<file path="config.mk">
export PLATFORM = sky130hd
export DESIGN_NAME = serial_adder
export DESIGN_NICKNAME = d
export VERILOG_FILES = /design/src/rtl/serial_adder.sv
export SDC_FILE = /design/constraint.sdc
export NUM_CORES = 1
export LEC_CHECK = 0
export BUFFER_PORTS_ARGS = -buffer_cell sky130_fd_sc_hd__buf_2
export CAP_MARGIN = 20
export CORE_AREA = 2 2 66 68
export DETAILED_ROUTE_END_ITERATION = 8
export DIE_AREA = 0 0 68 70
export HOLD_SLACK_MARGIN = 0.08
export PLACE_DENSITY = 0.69
export RECOVER_POWER = 50
export SLEW_MARGIN = 20
export SYNTH_ARGS = -nofsm -noshare
export SYNTH_HDL_FRONTEND = slang
export SYNTH_SLANG_ARGS = --single-unit
</file>
<file path="constraint.sdc">
create_clock -name sys_clk -period 2.24 [get_ports sys_clk]
set_input_delay 0.224 -clock sys_clk [delete_from_list [all_inputs] [get_ports sys_clk]]
set_output_delay 0.224 -clock sys_clk [all_outputs]
set_load 0.005 [all_outputs]
</file>
<file path="src/rtl/serial_adder.sv">
// rtl/serial_adder.sv - digit-serial WIDTH-bit adder, BPC bits per clock, start/busy/done handshake
module serial_adder #(
  parameter int WIDTH = 8,
  parameter int BPC   = 1
) (
  input  logic             sys_clk,
  input  logic             sys_rst,
  input  logic             start,
  input  logic [WIDTH-1:0] in_1,
  input  logic [WIDTH-1:0] in_2,
  input  logic             cin,
  output logic             busy,
  output logic             done,
  output logic [WIDTH-1:0] sum,
  output logic             count,
  output logic             overflow
);

  localparam int N  = WIDTH / BPC;
  localparam int CW = (N > 1) ? $clog2(N) : 1;
  localparam logic [CW-1:0] LAST_STEP = CW'(N - 1);

  generate
    if (WIDTH < 2 || BPC < 1 || BPC > WIDTH || (WIDTH % BPC) != 0) begin : g_bad_params
      $error("serial_adder: illegal WIDTH/BPC combination");
    end
  endgenerate

  typedef enum logic [1:0] {IDLE, RUN, DONE} state_t;

  state_t           state;
  logic [WIDTH-1:0] a_sh;
  logic [WIDTH-1:0] b_sh;
  logic [WIDTH-1:0] sum_sh;
  logic             carry;
  logic [CW-1:0]    step;

  logic [BPC:0]     digit;
  logic [WIDTH-1:0] sum_next;
  logic             msb_cin;

  always_comb begin
    digit    = {1'b0, a_sh[BPC-1:0]} + {1'b0, b_sh[BPC-1:0]} + {{BPC{1'b0}}, carry};
    sum_next = (sum_sh >> BPC) | (WIDTH'(digit[BPC-1:0]) << (WIDTH - BPC));
    // Carry into the digit's top bit recovered from its sum bit; on the last step that top bit is the MSB.
    msb_cin  = a_sh[BPC-1] ^ b_sh[BPC-1] ^ digit[BPC-1];
  end

  always_ff @(posedge sys_clk or posedge sys_rst) begin
    if (sys_rst) begin
      state    <= IDLE;
      a_sh     <= '0;
      b_sh     <= '0;
      sum_sh   <= '0;
      carry    <= 1'b0;
      step     <= '0;
      busy     <= 1'b0;
      done     <= 1'b0;
      sum      <= '0;
      count    <= 1'b0;
      overflow <= 1'b0;
    end else begin
      case (state)
        IDLE, DONE: begin
          done <= 1'b0;
          if (start) begin
            a_sh   <= in_1;
            b_sh   <= in_2;
            carry  <= cin;
            sum_sh <= '0;
            step   <= '0;
            busy   <= 1'b1;
            state  <= RUN;
          end else begin
            state <= IDLE;
          end
        end
        RUN: begin
          a_sh   <= a_sh >> BPC;
          b_sh   <= b_sh >> BPC;
          sum_sh <= sum_next;
          carry  <= digit[BPC];
          step   <= step + 1'b1;
          if (step == LAST_STEP) begin
            sum      <= sum_next;
            count    <= digit[BPC];
            overflow <= msb_cin ^ digit[BPC];
            busy     <= 1'b0;
            done     <= 1'b1;
            state    <= DONE;
          end
        end
        default: begin
          busy  <= 1'b0;
          done  <= 1'b0;
          state <= IDLE;
        end
      endcase
    end
  end

endmodule

</file>
Word-level counts from Yosys, hierarchy flattened

Cells that the tools add are included.
Widths: inputs -> output; s select.

$add $sub $neg: 3
Equality and inequality tests: 5
Multiplexer cells: 18
Bitwise operators: 4
Reductions and logical operators: 6

Operator list:

| kind                | number |
|---|---|
| $pmux 8 s2          | 3 |
| $mux 8              | 3 |
| $or 7x8->8          | 1 |
| $mux 1              | 6 |
| $pmux 3 s2          | 1 |
| $reduce_and 2->1    | 3 |
| $ne 2x2->1 const B  | 2 |
| $pmux 1 s2          | 2 |
| $pmux 2 s2          | 1 |
| $add 3x1->3 const B | 1 |
| $eq 3x3->1 const B  | 1 |
| $mux 3              | 1 |
| $xor 1x1->1         | 3 |
| $add 1x1->2         | 1 |
| $add 2x1->2         | 1 |
| $eq 2x1->1 const B  | 1 |
| $eq 2x2->1 const B  | 1 |
| $logic_not 2->1     | 1 |
| $mux 2              | 1 |
| $reduce_bool 2->1   | 1 |
| $reduce_or 2->1     | 1 |

Flip-flop bits (word level): 42
Input bits: 20
Output and inout bits: 12
Logic and storage cells: 47

Depth between registers and ports, before layout

Depth after elaboration: 4
Gate-level depth with buffers: 6
Mapped depth without buffers: 5

Worst setup path after synthesis

Ideal clock, no wire load.

Path type: reg2reg
Start: register step[0]
End: register sum[0]
Setup time: 0.125 ns
Arrival time: 1.344 ns
Data required time: 2.115 ns
Path slack: 0.772 ns
Stages on the path, launching flop included: 6
Path buffers: 1
Period minus slack after synthesis: 1.468 ns
Cell sequence: dfrtp_1 ha_1 ha_1 nand3b_4 buf_6 mux2_2

Word-level cells in the longest chain between the ends: 2

Ends and longest elaborated chain:

| element                    | line | text |
|---|---|---|
| start: declaration         | 36   | `logic [CW-1:0] step;` |
| start signal: assignment   | 83   | `step <= step + 1'b1;` |
| $eq 3x3->1                 | 84   | `if (step == LAST_STEP) begin` |
| $reduce_and 2->1 (no line) | --   |  |
| end signal: assignment     | 85   | `sum <= sum_next;` |
| end: declaration           | 14   | `output logic [WIDTH-1:0] sum,` |

Every way passes these cells.
A chain may end at the register's enable or synchronous reset.

Worst setup path in the final report

Start: register a_sh[0]
End: register overflow

Word-level cells in the longest chain between the ends: 4
Elaborated cells on any way between the ends: 5
Those cells by class: 2 x add/sub; 3 x bitwise

Ends and longest elaborated chain:

| element                  | line | text |
|---|---|---|
| start: declaration       | 32   | `logic [WIDTH-1:0] a_sh;` |
| start signal: assignment | 67   | `a_sh <= in_1;` |
| start signal: assignment | 79   | `a_sh <= a_sh >> BPC;` |
| $add 1x1->2              | 43   | `digit = {1'b0, a_sh[BPC-1:0]} + {1'b0, b_sh[BPC-1:0]} + {{BPC{1'b0}}, carry};` |
| $add 2x1->2              | 43   |  |
| $xor 1x1->1              | 46   | `msb_cin = a_sh[BPC-1] ^ b_sh[BPC-1] ^ digit[BPC-1];` |
| $xor 1x1->1 *            | 87   | `overflow <= msb_cin ^ digit[BPC];` |
| end signal: assignment   | 87   |  |
| end: declaration         | 16   | `output logic overflow` |

Mark *: on every way between the ends. The rest lies on a longest branch, timed or not.

==> results.md <==
- Post-layout minimum cycle time: 1.530 ns
- Grt met1 use: 20.26%
- Sequential fraction of the synthesis area: between 50 and 60%
- Critical path class: reg -> reg
- Combinational power share: 40.0%
- Largest net degree at the start of global routing: 41
- Overall routing resource usage: 15.31%
- Clock tree sinks: 40
- Initial core utilization: 41.79%
- Endpoint type of the worst setup path: flip-flop
- RSZ-0062 raised after global routing: false
- Share of cells above drive strength 1: between 20% and 30%
- Worst-Margin Slew: 0.9614 ns
- HP Class: in -> reg
- Worst setup SP type: flip-flop
- Setup Fix Bufs, Post-CTS: 0
- Residual DRC count: 0
- #FFs+latches synth: 40
- H-tree lvl count: 2
- Met2 Use GR: 22.87%
- CTS tree: built
- Status: finished, final reports clean
- Syn nets: 180
- Root Buffer: clkbuf_8
- Std cell rows: 24
- Final TNS setup: 0 ns
- Fin crit share: 68.32%
- Max Root-Sink Buffers: 2
- Via count: 1190
- Fillers: 412
- Switching power total: 0.001034 W
- Post-synthesis cell area: 1732 sq um
- Die X: 68 microns
- CTS Buf Count: 5
- Mapped Cells: 157
- Final WL: 3.081 mm
- Relative slew slack: ~36%
- GPL Wtd Cong: 0.7217
- Clock power share: 15.6%
- Worst-Skew Late Latency: 0.29 ns
- Vias in the first global route: about 1200
- DRT Pass-1 Iters: 4
- Register share of total power: 44.4%
- Gr ovfl total: 0
- Ys flop type: dfrtp_1
- Count of final setup violators: 0
- Die area: between 4000 and 5000 sq um
- FF+latch area: 1001 sq um
- Synth area leaders: dfrtp_1, nand2_1, a31oi_1, a22o_1, mux2_2
- First-pass GRT wire length: 5.382 mm
- Worst Slack Setup Final: between 0.7 and 0.8 ns
- Max VDD drop: 0.0005696 V
- M3 GR Usage: 3.865%
- Most common cell in the netlist: dfrtp_1
- Antenna violations before repair: 0
- Net count reported at finish: between 200 and 250
- Number of routed nets with antenna violations: 0
- Count of cell types in the netlist: 25
- Worst Path Max Fanout: 3
- IO Pins: 32
- Clock Skews: around 0.0036 ns
- Critical Path AT: ~1.7 ns
- DP Worst Slack: about 0.71 ns
- Cell taking the most area after synthesis: dfrtp_1
- Die Y: 70 microns
- Cell Pwr Density: 1454 nW/um^2
- Worst path required time: between 2 and 2.5 ns
- Core area: around 4100 sq um
- F_max: 653.4 MHz
- EDFF count, synth: 0
- Leak pwr: around 0.97 nW
- Max_cap viols: 0
- GR peak layer: met2
- Slew Limit Fails: 0
- Area grow syn2layout: 14.02%
- Commonest cells post-synth: dfrtp_1, nand2_1, nor2_1
- Int Pwr: approximately 0.0018 W
- Ant diodes: 0
- YS warnings: 0
- Final Hold Viols: 0
- Routed WL per cell: 12.78 microns
- Sw Ratio: 36.00%
- Util after Layout: between 40% and 50%
- Synth async-reset ratio: between 90% and 100%
- Avg Vias per Cell: 4.938
- HPWL after detailed placement: approximately 2 mm
- Detailed Route Iter0 Violations: between 50 and 60
- Final hold slack: 0.1446 ns
- Area occupied by multi-input gates: slightly above 600 sq um
- Design Power: roughly 0.0029 W
- Avg Inst Size Synth: ~11 sq um
- Clock-pin slew on the worst setup and hold paths: 0.07 ns
- IO buf count: 31
- Share of the synthesized area in the top cell type: 57.80%
## per-stage QoR
step,std cells,cell area (sq um)
after CTS,241,1979
final,241,1974
after global routing,241,1974
after global placement,233,1892
after detailed placement,233,1892
after floorplan,157,1732
## power by group through the flow
stage / clock network, W / logic, W / registers, W
after floorplan: 0 / 0.000962 / 0.00125
after global placement: 0 / 0.00113 / 0.00127
after detailed placement: 0 / 0.00116 / 0.00129
after CTS: 0.000460 / 0.00117 / 0.00128
after global routing: 0.000489 / 0.00134 / 0.00132
final: 0.000449 / 0.00115 / 0.00128
## registers in the layout (all words and copies together) (netlist names)
register	cells
overflow	1
sum	8
a_sh	8
sum_sh	7
step	3
carry	1
count	1
busy	1
state	2
b_sh	8
## layout by cell type (no fill, tap or decap)
cell and n:
a221o_1 1, a22o_1 9, a22o_2 1, a31oi_1 14
and2b_1 1, buf_2 29, buf_4 3, clkbuf_1 3
clkbuf_2 1, clkbuf_8 5, clkinv_2 1, dfrtp_1 40
dlygate4sd3_1 1, fa_1 1, ha_1 2, inv_1 5
mux2_2 7, nand2_1 32, nand2b_1 2, nand3_1 1
nand3b_4 1, nor2_1 17, nor2_4 1, nor2b_1 1
o21ai_0 4, o21ai_1 2, o2bb2ai_1 1, xnor2_1 3
## worst paths after layout
kind	start	endpoint	slack, ns	depth (start not counted)
setup / recovery	a_sh[0]$_DFFE_PP0P_	overflow$_DFFE_PP0P_	0.71	5
hold / removal	in_1[7]	a_sh[7]$_DFFE_PP0P_	0.14	2
setup reg to reg	a_sh[0]$_DFFE_PP0P_	overflow$_DFFE_PP0P_	0.71	5
hold reg to reg	count$_DFFE_PP0P_	count$_DFFE_PP0P_	0.49	2
max in group asynchronous	sys_rst	b_sh[1]$_DFFE_PP0P_	0.89	4
min in group asynchronous	sys_rst	count$_DFFE_PP0P_	0.77	4
## layout make-up
| cell class | instances | area share, % |
|---|---|---|
| Sequential cell | 40 | 50.70 |
| Multi-Input combinational cell | 101 | 31.50 |
| Timing Repair Buffer | 36 | 9.632 |
| Clock buffer | 6 | 3.676 |
| Tap cell | 52 | 3.295 |
| Inverter | 5 | 0.9506 |
| Clock inverter | 1 | 0.2535 |
## kinds of logic after synthesis
logic type / share of synthesized area, %
AND/OR/NAND/NOR: 14.23
AO/OA/AOI/OAI: 13.01
flip-flops: 57.80
buffers and inverters: 6.285
multiplexers: 4.552
XOR/XNOR: 1.518
adder cells (fa/ha/maj): 2.601
## critical path: stages (launching register included)
cell	delay (ns)
dfrtp_1	0.39
inv_1	0.07
fa_1	0.59
xnor2_1	0.15
xnor2_1	0.13
o21ai_0	0.08
## routing by layer
layer / part of all wire, % / vias to the layer above
li1: - / 595
met4: 2.7 / 0
met2: 45 / 35
met1: 48 / 552
met3: 5.0 / 8
met5: 0 / -
## timing repair
action | in CTS | in global routing
hold buffers | 1 | 0
setup endpoints to repair | 0 | 0
gates resized for setup | 0 | 0
hold endpoints to repair | 40 | 0
(Power assumes the default switching activity.)
